## src/rtl/ifft_pkg.sv

```systemverilog
// Shared constants and FSM state type for the 4-point sequential IFFT.
package ifft_pkg;

  localparam logic [31:0] ONE  = 32'h0001_0000;
  localparam logic [31:0] ZERO = 32'h0000_0000;

  typedef enum logic [1:0] {
    COLLECT = 2'd0,
    COMPUTE = 2'd1,
    EMIT    = 2'd2
  } state_t;

endpackage

```

## src/rtl/ifft_radix2_stage.sv

```systemverilog
// Combinational radix-2 butterfly: sum = a+b, dif = a-b, optionally rotated by +j.
// Output is one bit wider than the input so no butterfly can overflow.
module ifft_radix2_stage
  import ifft_pkg::*;
#(
  parameter int W     = 32,
  parameter bit ROT_J = 1'b0
) (
  input  logic signed [W-1:0] i_a_re,
  input  logic signed [W-1:0] i_a_im,
  input  logic signed [W-1:0] i_b_re,
  input  logic signed [W-1:0] i_b_im,
  output logic signed [W:0]   o_sum_re,
  output logic signed [W:0]   o_sum_im,
  output logic signed [W:0]   o_dif_re,
  output logic signed [W:0]   o_dif_im
);

  logic signed [W:0] w_ar, w_ai, w_br, w_bi;
  logic signed [W:0] w_dr, w_di;

  assign w_ar = {i_a_re[W-1], i_a_re};
  assign w_ai = {i_a_im[W-1], i_a_im};
  assign w_br = {i_b_re[W-1], i_b_re};
  assign w_bi = {i_b_im[W-1], i_b_im};

  assign o_sum_re = w_ar + w_br;
  assign o_sum_im = w_ai + w_bi;
  assign w_dr     = w_ar - w_br;
  assign w_di     = w_ai - w_bi;

  // j(a+jb) = -b + ja; a difference never reaches -2^W, so the negate is safe
  generate
    if (ROT_J) begin : g_rot
      assign o_dif_re = -w_di;
      assign o_dif_im = w_dr;
    end else begin : g_pass
      assign o_dif_re = w_dr;
      assign o_dif_im = w_di;
    end
  endgenerate

endmodule

```

## src/rtl/ifft_4_point_seq.sv

```systemverilog
// Sequential 4-point IFFT: collect 4 bins, compute in one cycle, emit 4 samples.
// Define IFFT_SCALE_EN to apply 1/N scaling (arithmetic >>> 2) before truncation.
module ifft_4_point_seq
  import ifft_pkg::*;
#(
  parameter int DATA_W = 32
) (
  input  logic              clk,
  input  logic              rst,
  input  logic              in_valid,
  output logic              in_ready,
  input  logic [DATA_W-1:0] in_real,
  input  logic [DATA_W-1:0] in_imag,
  output logic              out_valid,
  input  logic              out_ready,
  output logic [DATA_W-1:0] out_real,
  output logic [DATA_W-1:0] out_imag,
  output logic              out_last
);

  state_t                    r_state;
  logic [1:0]                r_cnt;
  logic [1:0]                r_ocnt;
  logic                      r_in_ready;
  logic                      r_out_valid;
  logic                      r_out_last;
  logic [DATA_W-1:0]         r_out_re;
  logic [DATA_W-1:0]         r_out_im;
  logic signed [DATA_W-1:0]  r_bin_re [4];
  logic signed [DATA_W-1:0]  r_bin_im [4];
  logic [DATA_W-1:0]         r_res_re [1:3];
  logic [DATA_W-1:0]         r_res_im [1:3];

  logic signed [DATA_W:0]    w_s02_re, w_s02_im, w_d02_re, w_d02_im;
  logic signed [DATA_W:0]    w_s13_re, w_s13_im, w_jd13_re, w_jd13_im;
  logic signed [DATA_W+1:0]  w_x_re [4];
  logic signed [DATA_W+1:0]  w_x_im [4];
  logic [DATA_W-1:0]         w_res_re [4];
  logic [DATA_W-1:0]         w_res_im [4];
  logic                      w_in_xfer;

  assign w_in_xfer = (r_state == COLLECT) && in_valid && r_in_ready;

  // First stage: even pair (X0,X2), odd pair (X1,X3) with +j on the odd difference
  ifft_radix2_stage #(.W(DATA_W), .ROT_J(1'b0)) u_s1_even (
    .i_a_re  (r_bin_re[0]), .i_a_im  (r_bin_im[0]),
    .i_b_re  (r_bin_re[2]), .i_b_im  (r_bin_im[2]),
    .o_sum_re(w_s02_re),    .o_sum_im(w_s02_im),
    .o_dif_re(w_d02_re),    .o_dif_im(w_d02_im)
  );

  ifft_radix2_stage #(.W(DATA_W), .ROT_J(1'b1)) u_s1_odd (
    .i_a_re  (r_bin_re[1]), .i_a_im  (r_bin_im[1]),
    .i_b_re  (r_bin_re[3]), .i_b_im  (r_bin_im[3]),
    .o_sum_re(w_s13_re),    .o_sum_im(w_s13_im),
    .o_dif_re(w_jd13_re),   .o_dif_im(w_jd13_im)
  );

  ifft_radix2_stage #(.W(DATA_W+1), .ROT_J(1'b0)) u_s2_sum (
    .i_a_re  (w_s02_re),  .i_a_im  (w_s02_im),
    .i_b_re  (w_s13_re),  .i_b_im  (w_s13_im),
    .o_sum_re(w_x_re[0]), .o_sum_im(w_x_im[0]),
    .o_dif_re(w_x_re[2]), .o_dif_im(w_x_im[2])
  );

  ifft_radix2_stage #(.W(DATA_W+1), .ROT_J(1'b0)) u_s2_dif (
    .i_a_re  (w_d02_re),  .i_a_im  (w_d02_im),
    .i_b_re  (w_jd13_re), .i_b_im  (w_jd13_im),
    .o_sum_re(w_x_re[1]), .o_sum_im(w_x_im[1]),
    .o_dif_re(w_x_re[3]), .o_dif_im(w_x_im[3])
  );

  generate
    for (genvar i = 0; i < 4; i++) begin : g_post
`ifdef IFFT_SCALE_EN
      assign w_res_re[i] = DATA_W'(w_x_re[i] >>> 2);
      assign w_res_im[i] = DATA_W'(w_x_im[i] >>> 2);
`else
      assign w_res_re[i] = DATA_W'(w_x_re[i]);
      assign w_res_im[i] = DATA_W'(w_x_im[i]);
`endif
    end
  endgenerate

  // Datapath storage needs no reset; a reset clears the counters that index it
  always_ff @(posedge clk) begin
    if (!rst && w_in_xfer) begin
      r_bin_re[r_cnt] <= in_real;
      r_bin_im[r_cnt] <= in_imag;
    end
    if (!rst && r_state == COMPUTE) begin
      for (int i = 1; i < 4; i++) begin
        r_res_re[i] <= w_res_re[i];
        r_res_im[i] <= w_res_im[i];
      end
    end
  end

  always_ff @(posedge clk) begin
    if (rst) begin
      r_state     <= COLLECT;
      r_cnt       <= 2'd0;
      r_ocnt      <= 2'd0;
      r_in_ready  <= 1'b1;
      r_out_valid <= 1'b0;
      r_out_last  <= 1'b0;
      r_out_re    <= '0;
      r_out_im    <= '0;
    end else begin
      case (r_state)
        COLLECT: begin
          if (w_in_xfer) begin
            r_cnt <= r_cnt + 2'd1;
            if (r_cnt == 2'd3) begin
              r_state    <= COMPUTE;
              r_in_ready <= 1'b0;
            end
          end
        end
        COMPUTE: begin
          r_state     <= EMIT;
          r_ocnt      <= 2'd0;
          r_out_valid <= 1'b1;
          r_out_last  <= 1'b0;
          r_out_re    <= w_res_re[0];
          r_out_im    <= w_res_im[0];
        end
        EMIT: begin
          if (out_ready) begin
            if (r_ocnt == 2'd3) begin
              r_state     <= COLLECT;
              r_ocnt      <= 2'd0;
              r_in_ready  <= 1'b1;
              r_out_valid <= 1'b0;
              r_out_last  <= 1'b0;
            end else begin
              r_ocnt     <= r_ocnt + 2'd1;
              r_out_re   <= r_res_re[r_ocnt + 2'd1];
              r_out_im   <= r_res_im[r_ocnt + 2'd1];
              r_out_last <= (r_ocnt == 2'd2);
            end
          end
        end
        default: begin
          r_state    <= COLLECT;
          r_cnt      <= 2'd0;
          r_in_ready <= 1'b1;
        end
      endcase
    end
  end

  assign in_ready  = r_in_ready;
  assign out_valid = r_out_valid;
  assign out_last  = r_out_last;
  assign out_real  = r_out_re;
  assign out_imag  = r_out_im;

endmodule

```

## config.mk

```make
export PLATFORM = sky130hd
export DESIGN_NAME = ifft_4_point_seq
export DESIGN_NICKNAME = d
export VERILOG_FILES = /design/src/rtl/ifft_pkg.sv /design/src/rtl/ifft_radix2_stage.sv /design/src/rtl/ifft_4_point_seq.sv
export SDC_FILE = /design/constraint.sdc
export NUM_CORES = 1
export LEC_CHECK = 0
export ABC_AREA = 1
export BUFFER_PORTS_ARGS = -buffer_cell sky130_fd_sc_hd__buf_2
export CORE_MARGIN = 1.5
export CORE_UTILIZATION = 50
export CTS_CLUSTER_SIZE = 16
export DETAILED_ROUTE_END_ITERATION = 16
export PLACE_DENSITY = 0.66
export REMOVE_ABC_BUFFERS = 1
export SYNTH_ARGS = -nofsm -noshare
export SYNTH_HDL_FRONTEND = slang
export SYNTH_SLANG_ARGS = --single-unit
```

## constraint.sdc

```tcl
create_clock -name clk -period 12.4 [get_ports clk]
set_input_delay 0.62 -clock clk [delete_from_list [all_inputs] [get_ports clk]]
set_output_delay 0.62 -clock clk [all_outputs]
set_load 0.02 [all_outputs]
```

==> impl_metrics.json, run 1 <==
{
  "rows": 112,
  "dpl.hpwl_mm": 152,
  "hold_class": "input pin to register",
  "drt_iter0_markers": 5727,
  "ys_warn_count": 0,
  "yosysSeqAreaShare": 0.314,
  "finalWeightedCongestion": 1.07,
  "synth_edf_count": 446,
  "clock.fmax_ghz": 0.156,
  "grt_max_degree": 69,
  "clk_latency_ps": 650,
  "min_period_over_period": 0.517,
  "crit_path_max_fanout": 10,
  "syn_area_sq_um": 47400,
  "clock_path_buffers": 3,
  "synth_flop_cell": "edfxtp_1",
  "clkSinkCount": 519,
  "period_needed_ps": 6420,
  "die_w_um": 311,
  "status": "completed",
  "power.density_nw_per_um2": 251,
  "synthSimpleGateAreaFrac": 0.182,
  "num-nets-final": 6811,
  "ir_drop_v": 0.000140,
  "synth_top_family_by_area": "compound AO/OA/AOI/OAI gates",
  "post-cts-setup-buffers": 0,
  "yosys.cell_types.count": 66,
  "antenna_found_initial": 5,
  "grt_pass1_vias": 39535,
  "setup_viol": 0,
  "layout-drive-gt1-share": 0.0743,
  "coreArea_sq_um": 93600,
  "synthToLayoutAreaGrowth_pct": 7.36,
  "globalRoute.totalOverflow": 0,
  "cp-end-kind": "register",
  "syn_inst": 6231,
  "ys_seq_elements": 519,
  "hold_ws_ps": 206,
  "firstDrtPassIters": 7,
  "num_io_pins": 135,
  "start_kind": "register",
  "finalPower_mw": 12.8,
  "io_buffers": 134,
  "rsz0062_at_grt": "no",
  "ant_nets": 0,
  "wirelength_mm": 186,
  "cts.clk_slew.worst_paths_ps": 60,
  "yosys-top-cells-area": "edfxtp_1, ha_1, nand2_1",
  "wire_per_inst_um": 24.6,
  "maxCapViolCount": 0,
  "arrival_ps": 7000,
  "start_util": 0.506,
  "synth.avg_cell_area_sq_um": 7.60,
  "power_leakage_nw": 23.3,
  "timing.final.hold_violations": 0,
  "drc": 0,
  "synthMuxAreaShare": 0,
  "synth_top_area_cell": "edfxtp_1",
  "maxSlewHeadroom": 0.0956,
  "grt_pass1_wl_mm": 266,
  "drv_slew": 0,
  "htree_num_levels": 3,
  "cts_root_buf": "clkbuf_16",
  "path_class": "register to register",
  "cp.required_ps": 12980,
  "setup_tns_ps": 0,
  "ys_async_sr_fraction": 0,
  "die_y_um": 311,
  "die-area_sq_um": 96600,
  "dr_total_vias": 44136,
  "hold_buffers": 0,
  "gr-usage-all-layers": 0.372,
  "synth_fa_ha_area_frac": 0.140,
  "pre_cts_ws_ps": 6810,
  "setup_slack_ps": 5980,
  "tightestPinTransition_ps": 1340,
  "cts_resized": 0,
  "place_area_sq_um": 48700,
  "netlist.area_leader.share": 0.283,
  "viasPerCell": 5.86,
  "synth_xor_area_frac": 0.0774,
  "fin_area_sq_um": 50900,
  "synth_compound_area_frac": 0.186,
  "cts_tree": "built",
  "finalClockSkew_ps": 31.6,
  "cts_buffers": 67
}
-- layer usage --
layer,vias up,global-route usage,part of all wire
li1,20674,-,-
met1,20884,0.556,0.46
met2,2324,0.509,0.39
met3,248,0.112,0.12
met4,6,0.106,0.029
met5,-,0.00692,0.00064
-- synth_stat cells (34+ instances only) --
cell / count
nand2_1: 1006
inv_1: 914
nor2_1: 633
a21oi_1: 623
ha_1: 505
edfxtp_1: 446
o21ai_0: 397
xor2_1: 384
nand3_1: 239
buf_2: 116
nor3_1: 82
dfxtp_1: 73
clkbuf_1: 72
o21bai_1: 69
a31oi_1: 67
o211ai_1: 51
a21o_1: 50
a21oi_2: 42
nand4_1: 42
o21ai_1: 39
o21ai_2: 34
-- worst max-delay path, stage by stage, from the launching register on --
cell      delay [ps]
edfxtp_1         400
ha_1             570
o21ai_0         1150
a21oi_1          540
o21ai_1          390
nand2_1          150
a31oi_1          200
xor2_1           510
ha_1             540
a21oi_1          400
nand2_1          120
a21oi_1          490
nand3_1          400
nand2_1          180
nand2_1           60
nand2_1           50
nand3_1           70
a21oi_1          150
-- cell type report --
cell class,count,area [sq um]
Timing Repair Buffer,157,843
Inverter,948,3560
Clock buffer,80,1770
Sequential cell,519,14900
Antenna cell,3,7.51
Tap cell,1254,1570
Multi-Input combinational cell,4529,27800
Clock inverter,43,435
Fill cell,9164,42700
-- worst paths after layout --
path / start / endpoint / slack, ps / depth (start not counted)
max: r_bin_re[0][7]$_DFFE_PP_ / out_real[25]$_SDFFE_PP0P_ / 5980 / 17
min: in_imag[31] / r_bin_im[0][31]$_DFFE_PP_ / 210 / 1
max reg2reg: r_bin_re[0][7]$_DFFE_PP_ / out_real[25]$_SDFFE_PP0P_ / 5980 / 17
min reg2reg: out_last$_SDFFE_PP0P_ / out_last$_SDFFE_PP0P_ / 460 / 2
-- report_power, final --
part           switching [mW]  internal (mW)
clock                   0.855           1.16
combinational            5.92           2.29
sequential             0.0928           2.44
total                    6.87           5.89
-- flip-flops by register name, summed over array words and instances, names as in the netlist --
name / flops
r_cnt: 2
r_bin_im: 128
out_valid: 1
out_real: 32
r_res_im: 95
out_last: 1
r_state: 2
out_imag: 32
in_ready: 1
r_bin_re: 128
r_res_re: 95
r_ocnt: 2
-- stage by stage --
step,instances,util
6_report,7533,0.543
5_1_grt,7531,0.543
4_1_cts,7530,0.543
3_5_place_dp,7407,0.520
3_3_place_gp,7407,0.520
2_1_floorplan,5996,-
-- cells in the final DEF, fill, tap and decap left out, drive strengths merged, types with 50 or more instances in the layout --
| master | n |
|---|---|
| nand2 | 1028 |
| inv | 958 |
| a21oi | 673 |
| nor2 | 637 |
| ha | 505 |
| o21ai | 473 |
| edfxtp | 446 |
| xor2 | 386 |
| nand3 | 244 |
| buf | 157 |
| nor3 | 83 |
| clkbuf | 80 |
| dfxtp | 73 |
| o21bai | 73 |
| a31oi | 67 |
| o211ai | 54 |
| a21o | 50 |
-- cell families (layout without fill, tap and decap cells) --
logic type,Yosys count,in the layout
AND/OR/NAND/NOR,2093,2093
AO/OA/AOI/OAI,1498,1498
buffers and inverters,1183,1228
adder cells (fa/ha/maj),521,521
flip-flops,519,519
XOR/XNOR,417,417
other,0,3
Power figures use the tool's default switching activity.
==> run 2, diff against run 1 <==
clock period = 6.2 ns   (was 12.4 ns; I/O delays follow)
==> run 2 against run 1 <==
Worst hold slack got worse by 170 ps. Count of clock-buffer cells in the layout is 6 lower. First-iteration DRC count grew 8.0%. Utilization up 1.1 points. Total power rose by 100%.
==> impl_metrics.json, run 2 (synthesized netlist as in run 1, its figures left out) <==
{
  "power.switching_mw": 13.8,
  "start_kind": "register",
  "status": "completed",
  "switching_share": 0.532,
  "path_class": "register to register",
  "clk_latency_ps": 670,
  "cp.required_ps": 6600,
  "tightestPinTransition_ps": 1230,
  "grt_util_met3": 0.101,
  "arrival_ps": 6240,
  "wire_per_inst_um": 24.7,
  "cp_num_buf_inv": 3,
  "num-nets-final": 6907,
  "grt_busiest_layer": "met1",
  "cts.clk_slew.worst_paths_ps": 60,
  "clock.fmax_ghz": 0.172,
  "intPower_mw": 12.1,
  "antenna_found_initial": 6,
  "die-area_sq_um": 96600,
  "r2r-start": "r_bin_re[0][4]$_DFFE_PP_",
  "final_common_cell": "nand2_1",
  "maxCapViolCount": 0,
  "cp_slowest_stage_delay_ps": 930,
  "grt_pass1_vias": 40677,
  "power.density_nw_per_um2": 500,
  "cts_root_buf": "clkbuf_16",
  "cts_buffers": 68,
  "finalWeightedCongestion": 1.05,
  "hp-start": "in_real[14]",
  "wirelength_mm": 189,
  "crit_path_max_fanout": 9,
  "globalRoute.totalOverflow": 0,
  "ir_drop_v": 0.000284,
  "timing.final.hold_violations": 0,
  "crit_chain": "ha_1, inv_1, nor3_1, a21oi_1, o21bai_2, nand2_1, nand2_1, a21oi_1, o21ai_1, xor2_1, ha_1, nor2_1, inv_1, nor2_1, inv_1, nor3_1, o21ai_0, nand4_1, xor2_1",
  "die_y_um": 311,
  "ant_nets": 0,
  "power_frac_comb": 0.640,
  "use_met1": 0.573,
  "rows": 112,
  "grtUsageMet2": 0.520,
  "grt_max_degree": 126,
  "cp-startpoint": "r_bin_re[0][4]$_DFFE_PP_",
  "viasPerCell": 5.87,
  "dpl.hpwl_mm": 154,
  "pre_cts_ws_ps": 731,
  "maxSlewHeadroom": 0.169,
  "drc": 0,
  "setup_slack_ps": 370,
  "seqPwrFrac": 0.195,
  "period_needed_ps": 5830,
  "synthToLayoutAreaGrowth_pct": 9.54,
  "start_util": 0.506,
  "layout_common_cells": "nand2_1, inv_1, nor2_1",
  "biggestRegsByFlops": "r_bin_im (128), r_bin_re (128)",
  "slowest_stage": "nor3_1",
  "htree_num_levels": 3,
  "drt_iter0_markers": 6187,
  "layout-drive-gt1-share": 0.0794,
  "setup_viol": 0,
  "grt_pass1_wl_mm": 271,
  "finalPower_mw": 26.0,
  "finalClockSkew_ps": 30.7,
  "drv_slew": 0,
  "cts_tree": "built",
  "worst_path_most_repeated_cell": "inv_1",
  "io_buffers": 134,
  "clkPwrFrac": 0.164,
  "min_period_over_period": 0.940,
  "rsz0062_at_grt": "no",
  "clkSinkCount": 519,
  "gr-usage-all-layers": 0.379,
  "coreArea_sq_um": 93600,
  "hold_class": "input pin to register",
  "cp-end-kind": "register",
  "die_w_um": 311,
  "firstDrtPassIters": 6,
  "clock_path_buffers": 3,
  "critical_path.top_delay_family": "simple AND/OR/NAND/NOR gates",
  "num_io_pins": 135,
  "dr_total_vias": 44827,
  "hold_ws_ps": 32.0,
  "power_leakage_nw": 23.8
}
run 2: cell types whose count changed in the layout (fill, tap and decap cells not counted), moves of 4 or more:
cell           before  now
dlygate4sd3_1       0   54
buf_4              23   62
clkinv_1            3   13
clkbuf_1           11    4
bufinv_16           6   11
clkinv_8            0    5
clkinv_2           17   13
run 2: path summary, 6_finish.rpt:
path              cells after the start                        end  slack (ps)
setup / recovery                     19  r_res_re[3][29]$_DFFE_PP_         370
hold / removal                        1  r_bin_re[2][14]$_DFFE_PP_          30
hold reg to reg                       2      out_last$_SDFFE_PP0P_         460
setup reg to reg                     19  r_res_re[3][29]$_DFFE_PP_         370
run 2: final cells by class:
class,instances,area [sq um]
fill,9059,41700
multi-input combinational,4529,27800
sequential,519,14900
inverter,948,3560
clock buffer,74,1740
timing repair buffer,252,1720
tap,1254,1570
clock inverter,51,618
antenna,4,10.0
run 2: power groups by stage:
stage,Clock [mW],Combinational (mW),Sequential (mW)
finish,4.27,16.6,5.07
global route,4.42,17.7,5.12
CTS,4.30,16.0,5.07
detailed placement,0,15.8,5.14
global placement,0,15.9,5.12
floorplan,0,10.2,5.21
run 2: per-stage QoR:
step | util | TNS (ps) | area [sq um] | std cells
global placement | 0.523 | 0 | 49000 | 7448
floorplan | - | -583740 | 46200 | 5996
global route | 0.554 | 0 | 51900 | 7629
CTS | 0.554 | 0 | 51900 | 7627
finish | 0.554 | 0 | 51900 | 7631
detailed placement | 0.523 | 0 | 49000 | 7448
run 2: timing repair:
action	in CTS	in global routing
setup endpoints to repair	0	0
buffers inserted	0	0
resized for setup	0	0
hold buffers	54	0
hold endpoints to repair	215	0
run 2: layer usage:
metal,share of wire,wire length [um]
met4,0.033,6190
met3,0.12,22100
met1,0.46,86200
met5,0.00016,30
met2,0.39,74100
